`src/rtl/pipeline_stage_regs.sv`:
```
// Stage-register bank for the 5-stage MIPS pipeline: IF/ID/EXE/MEM/WB
// valid flags, forwarding feedback, PC/instruction carry and counters.
module pipeline_stage_regs #(
    parameter int ADDR_W = 32,
    parameter int CNT_W  = 32
) (
    input  logic              clk,
    input  logic              rst,
    input  logic              if_rst,
    input  logic              id_rst,
    input  logic              exe_rst,
    input  logic              mem_rst,
    input  logic              wb_rst,
    input  logic              if_en,
    input  logic              id_en,
    input  logic              exe_en,
    input  logic              mem_en,
    input  logic              wb_en,
    output logic              if_valid,
    output logic              id_valid,
    output logic              exe_valid,
    output logic              mem_valid,
    output logic              wb_valid,
    input  logic [ADDR_W-1:0] pc_if,
    input  logic [31:0]       inst_if,
    output logic [ADDR_W-1:0] pc_id,
    output logic [31:0]       inst_id,
    input  logic              wb_wen_id,
    input  logic [4:0]        wb_addr_id,
    input  logic              mem_ren_id,
    input  logic              mem_wen_id,
    input  logic              is_load_id,
    input  logic              is_branch_id,
    output logic [4:0]        regw_addr_exe,
    output logic              wb_wen_exe,
    output logic              mem_ren_exe,
    output logic              is_load_exe,
    output logic              is_branch_exe,
    output logic              mem_wen_exe,
    output logic [4:0]        regw_addr_mem,
    output logic              wb_wen_mem,
    output logic              mem_ren_mem,
    output logic              mem_wen_mem,
    output logic              is_branch_mem,
    output logic [4:0]        regw_addr_wb,
    output logic              wb_wen_wb,
    output logic [CNT_W-1:0]  retire_cnt,
    output logic [CNT_W-1:0]  stall_cnt
);

    localparam logic [CNT_W-1:0] CNT_ONE = {{(CNT_W-1){1'b0}}, 1'b1};

    always_ff @(posedge clk or posedge rst) begin
        if (rst) begin
            if_valid <= 1'b0;
        end else if (if_rst) begin
            if_valid <= 1'b0;
        end else if (if_en) begin
            if_valid <= 1'b1;
        end
    end

    always_ff @(posedge clk or posedge rst) begin
        if (rst) begin
            id_valid <= 1'b0;
            pc_id    <= '0;
            inst_id  <= '0;
        end else if (id_rst) begin
            id_valid <= 1'b0;
            pc_id    <= '0;
            inst_id  <= '0;
        end else if (id_en) begin
            id_valid <= if_valid;
            pc_id    <= pc_if;
            inst_id  <= inst_if;
        end
    end

    // Flags are gated by id_valid so a bubble can never raise a hazard.
    always_ff @(posedge clk or posedge rst) begin
        if (rst) begin
            exe_valid     <= 1'b0;
            regw_addr_exe <= '0;
            wb_wen_exe    <= 1'b0;
            mem_ren_exe   <= 1'b0;
            mem_wen_exe   <= 1'b0;
            is_load_exe   <= 1'b0;
            is_branch_exe <= 1'b0;
        end else if (exe_rst) begin
            exe_valid     <= 1'b0;
            regw_addr_exe <= '0;
            wb_wen_exe    <= 1'b0;
            mem_ren_exe   <= 1'b0;
            mem_wen_exe   <= 1'b0;
            is_load_exe   <= 1'b0;
            is_branch_exe <= 1'b0;
        end else if (exe_en) begin
            exe_valid     <= id_valid;
            regw_addr_exe <= wb_addr_id;
            wb_wen_exe    <= wb_wen_id & id_valid;
            mem_ren_exe   <= mem_ren_id & id_valid;
            mem_wen_exe   <= mem_wen_id & id_valid;
            is_load_exe   <= is_load_id & id_valid;
            is_branch_exe <= is_branch_id & id_valid;
        end
    end

    always_ff @(posedge clk or posedge rst) begin
        if (rst) begin
            mem_valid     <= 1'b0;
            regw_addr_mem <= '0;
            wb_wen_mem    <= 1'b0;
            mem_ren_mem   <= 1'b0;
            mem_wen_mem   <= 1'b0;
            is_branch_mem <= 1'b0;
        end else if (mem_rst) begin
            mem_valid     <= 1'b0;
            regw_addr_mem <= '0;
            wb_wen_mem    <= 1'b0;
            mem_ren_mem   <= 1'b0;
            mem_wen_mem   <= 1'b0;
            is_branch_mem <= 1'b0;
        end else if (mem_en) begin
            mem_valid     <= exe_valid;
            regw_addr_mem <= regw_addr_exe;
            wb_wen_mem    <= wb_wen_exe;
            mem_ren_mem   <= mem_ren_exe;
            mem_wen_mem   <= mem_wen_exe;
            is_branch_mem <= is_branch_exe;
        end
    end

    always_ff @(posedge clk or posedge rst) begin
        if (rst) begin
            wb_valid     <= 1'b0;
            regw_addr_wb <= '0;
            wb_wen_wb    <= 1'b0;
        end else if (wb_rst) begin
            wb_valid     <= 1'b0;
            regw_addr_wb <= '0;
            wb_wen_wb    <= 1'b0;
        end else if (wb_en) begin
            wb_valid     <= mem_valid;
            regw_addr_wb <= regw_addr_mem;
            wb_wen_wb    <= wb_wen_mem;
        end
    end

    // A load stall is the controller freezing IF while flushing ID.
    always_ff @(posedge clk or posedge rst) begin
        if (rst) begin
            retire_cnt <= '0;
            stall_cnt  <= '0;
        end else begin
            if (wb_valid && wb_en && !wb_rst) begin
                retire_cnt <= retire_cnt + CNT_ONE;
            end
            if (!if_en && id_rst) begin
                stall_cnt <= stall_cnt + CNT_ONE;
            end
        end
    end

endmodule

```
`config.mk`:
```
export PLATFORM = sky130hd
export DESIGN_NAME = pipeline_stage_regs
export DESIGN_NICKNAME = d
export VERILOG_FILES = /design/src/rtl/pipeline_stage_regs.sv
export SDC_FILE = /design/constraint.sdc
export NUM_CORES = 1
export LEC_CHECK = 0
export CORE_UTILIZATION = 48
export DETAILED_ROUTE_END_ITERATION = 10
export PLACE_DENSITY = 0.95
export SLEW_MARGIN = 15
export SYNTH_ARGS = -nofsm -noshare
export SYNTH_HDL_FRONTEND = slang
export SYNTH_SLANG_ARGS = --single-unit
```
`constraint.sdc`:
```
create_clock -name clk -period 11 [get_ports clk]
set_clock_uncertainty 0.05 [all_clocks]
set_input_delay 3.3 -clock clk [delete_from_list [all_inputs] [get_ports clk]]
set_output_delay 3.3 -clock clk [all_outputs]
set_load 0.01 [all_outputs]
```
After elaboration in Yosys (flattened, before gate mapping)
Cells that the tools add are included.
{ "totals": {"inputBits": 86, "mem_count": 0, "latch_bits": 0, "elab_cells": 79, "rom_bits": 0, "mem_bits_rw": 0, "out_inout_bits": 158, "regBits": 158} }
{ "op_classes": {"muxes": 40, "magnitude_cmp": 0, "shifts": 0, "reduce_logical": 10, "n_eq_ne": 0, "div_mod_pow": 0, "add_sub_neg": 2, "multipliers": 0, "bitwise": 5} }
{ "ops": {"columns": ["operator", "count"], "rows": [
  ["two-way mux 32 bit", 4],
  ["adder 32 x 1 -> 32 bit (second input constant)", 2],
  ["two-way mux 1 bit", 30],
  ["two-way mux 5 bit", 6],
  ["nonzero test 2 bit", 5],
  ["AND 1 bit", 5],
  ["logical AND 1 bit", 3],
  ["logical NOT 1 bit", 2]
]} }

Logic depth before layout (Yosys ltp)
{ "depth": {"depth_word": 3, "ltp_mapped": 7, "depth_no_buf": 5} }

Worst setup path before layout
OpenSTA, ideal clock, no wires.
{ "synth_path": {"path_kind": "input to register", "start": "input port wb_en", "end": "register retire_cnt[9]", "path_stages": 7, "arrival_time_ps": 4355, "setup_ps": 128, "required_ps": 10822, "path_buffers": 3, "slack_ps": 6466, "cell_sequence": "buf_4 -> and3b_1 -> buf_6 -> and4_2 -> buf_4 -> nand4_1 -> xnor2_1"} }
{ "synth_via": {"elab_chain_cells": 2} }
{ "synth_rtl": {"columns": ["element", "line", "rtl"], "rows": [
  ["start: declaration", "18", "input logic wb_en,"],
  ["logical AND 1 bit (2 in a row)", "155", "if (wb_valid && wb_en && !wb_rst) begin"],
  ["end signal: assignment", "156", "retire_cnt <= retire_cnt + CNT_ONE;"],
  ["end: declaration", "47", "output logic [CNT_W-1:0] retire_cnt,"]
]} }
Every way passes these cells.
A chain may end at the register's enable or synchronous reset.

Worst setup path in the final report
{ "layout_path": {"start": "input port wb_en", "end": "register retire_cnt[20]"} }
Same word-level chain as after synthesis.

==> results_dict.tcl <==
set metrics [dict create \
    die_h_um 120.3 \
    final_hold_viol_count 0 \
    max_slew.worst_pin.slew_ns 0.8800 \
    hold_class "flop to flop" \
    syn_to_final_growth_pct 46.61 \
    wl_per_cell_um 17.19 \
    h-tree-depth 4 \
    max-cap-violations 0 \
    crit_arrival_ns 5.34 \
    synth_edf_count 0 \
    postCtsResizedCells 0 \
    power_mw 1.398 \
    fin_ws_ns 5.904 \
    fmax_mhz 196.2 \
    netlist.area_leader.share 0.5889 \
    ys_async_sr_fraction 1.000 \
    hpwl_mm 11.74 \
    vdd_drop_max_uv 83.78 \
    period_share 0.4632 \
    clk_latency_ns 0.42 \
    drc 0 \
    powerDensity_nw_per_um2 142.1 \
    syn-num-nets 649 \
    yosysSeqAreaShare 0.5889 \
    cts_buffers 17 \
    layout-drive-gt1-share 0.06165 \
    grt_pass1_wl_mm 27.37 \
    mostFrequentLayoutCells "clkdlybuf4s50_1, dfrtp_1, nor2_1" \
    final_nets 887 \
    start_util 0.4991 \
    via_per_inst 5.202 \
    num_vias 5134 \
    yosysWarnings 0 \
    synth_cell_types 33 \
    finalWirelength_mm 16.97 \
    ff_latch_area_um2 3954 \
    antenna_found_initial 0 \
    final_common_cell "clkdlybuf4s50_1" \
    place_congestion 0.8308 \
    leakagePower_nw 4.464 \
    drt_pass1_iterations 4 \
    fp-row-count 42 \
    cts_buffer_depth 2 \
    slew_headroom 0.4133 \
    synth_flop_cell "dfrtp_1" \
    cts_tree "yes" \
    grt_setup_unrepaired "no" \
    clock-root-buffer "clkbuf_16" \
    finalCriticalPeriod_ns 5.096 \
    syn_inst 561 \
    postCtsSetupBuffers 0 \
    core-area_um2 13450 \
    clk_pin_slew_ns 0.06 \
    diodes 0 \
    grt-ovfl-total 0 \
    maxSlewViolCount 0 \
    end_kind "flop" \
    dieArea_um2 14460 \
    multi_input_area_um2 2604 \
    drtIter0Drc 231 \
    outcome "finished clean" \
    cts_hold_repair.buffers 0 \
    grt.total_usage 0.2453 \
    synth-seq-cells 158 \
    netlist_area_um2 6714 \
    cp_max_fo 9 \
    antenna_left 0 \
    post-place-ws_ns 5.570 \
    syn_area_per_cell_um2 11.97 \
    io_buffers 243 \
    tns_ns 0 \
    start_kind "primary input" \
    synth_top_cell_by_area "dfrtp_1" \
    setup_viol 0 \
    nFillCells 905 \
    ys_top_cells_by_area "dfrtp_1, mux2i_1, xnor2_1" \
    io_pins 244 \
    grt_start_max_net_pins 91 \
    die_x_um 120.3 \
    path_class "primary input to flop" \
    critPathRequiredTime_ns 11.24 \
    grt_pass1_vias 5375 \
    clock_sinks 158 \
]
## critical path, cell delays in order
cell and delay [ns]:
clkdlybuf4s50_1 0.76, and3b_1 0.44, and2_1 0.44, nand3_1 0.20, xnor2_1 0.19
## cells in the mapped netlist, types with 8 or more instances
cell type / instances
nand4_1: 24
xor2_1: 11
dfrtp_1: 158
buf_2: 8
mux2i_1: 88
nand2_1: 15
nor2_1: 96
nand3_1: 27
xnor2_1: 51
and2_1: 9
## per-stage QoR
step           hold slack (ns)    util  area (um2)  std cells
6_report                0.4442  0.7317        9843        987
5_1_grt                 0.4712  0.7317        9843        987
4_1_cts                 0.4449  0.7317        9843        987
3_5_place_dp            0.4312  0.6872        9245        956
3_3_place_gp            0.4089  0.6872        9245        956
2_1_floorplan           0.4574       -        6714        561
## flip-flops by register name (all words and copies together), names as in the netlist, 5 cells and up
register and count:
inst_id 32, pc_id 32, regw_addr_exe 5, regw_addr_mem 5
regw_addr_wb 5, retire_cnt 32, stall_cnt 32
## path summary, 6_finish.rpt
check | start | to | slack (ns) | depth (start not counted)
worst min-delay path | stall_cnt[31]$_DFFE_PP0P_ | stall_cnt[31]$_DFFE_PP0P_ | 0.44 | 1
min in group asynchronous | rst | inst_id[30]$_DFFE_PP0P_ | 3.35 | 2
max in group asynchronous | rst | pc_id[7]$_DFFE_PP0P_ | 6.21 | 3
worst max register to register | retire_cnt[9]$_DFFE_PP0P_ | retire_cnt[20]$_DFFE_PP0P_ | 8.99 | 4
worst min register to register | stall_cnt[31]$_DFFE_PP0P_ | stall_cnt[31]$_DFFE_PP0P_ | 0.44 | 1
worst max-delay path | wb_en | retire_cnt[20]$_DFFE_PP0P_ | 5.90 | 5
## area by class of cell
type,instances,area share
sequential,158,0.4017
multi-input combinational,372,0.2645
timing repair buffer,246,0.2486
clock buffer,20,0.04640
tap,176,0.02237
clock inverter,11,0.01436
inverter,4,0.002034
## per-layer routing
| metal | vias up | track usage | wire length (um) |
|---|---|---|---|
| met1 | 2538 | 0.2867 | 6981 |
| met3 | 27 | 0.05613 | 995 |
| li1 | 2386 | - | - |
| met4 | 0 | 0.1096 | 386 |
| met5 | - | 0 | 0 |
| met2 | 183 | 0.4296 | 8607 |
## cell families after synthesis
logic type,count (synthesis),synth area share
simple gates,213,0.1649
flops,158,0.5889
mux,90,0.1345
xor+xnor,62,0.08088
buf+inv,31,0.02329
compound gates,5,0.003727
fa+ha+maj,2,0.003727
## report_power, final
| part | switching (mW) | leakage, nW | internal, mW |
|---|---|---|---|
| clock network | 0.226 | 0.288 | 0.366 |
| logic | 0.0768 | 2.04 | 0.0974 |
| registers | 0.0240 | 2.14 | 0.608 |
No activity file was read; power rests on OpenSTA's default activity.
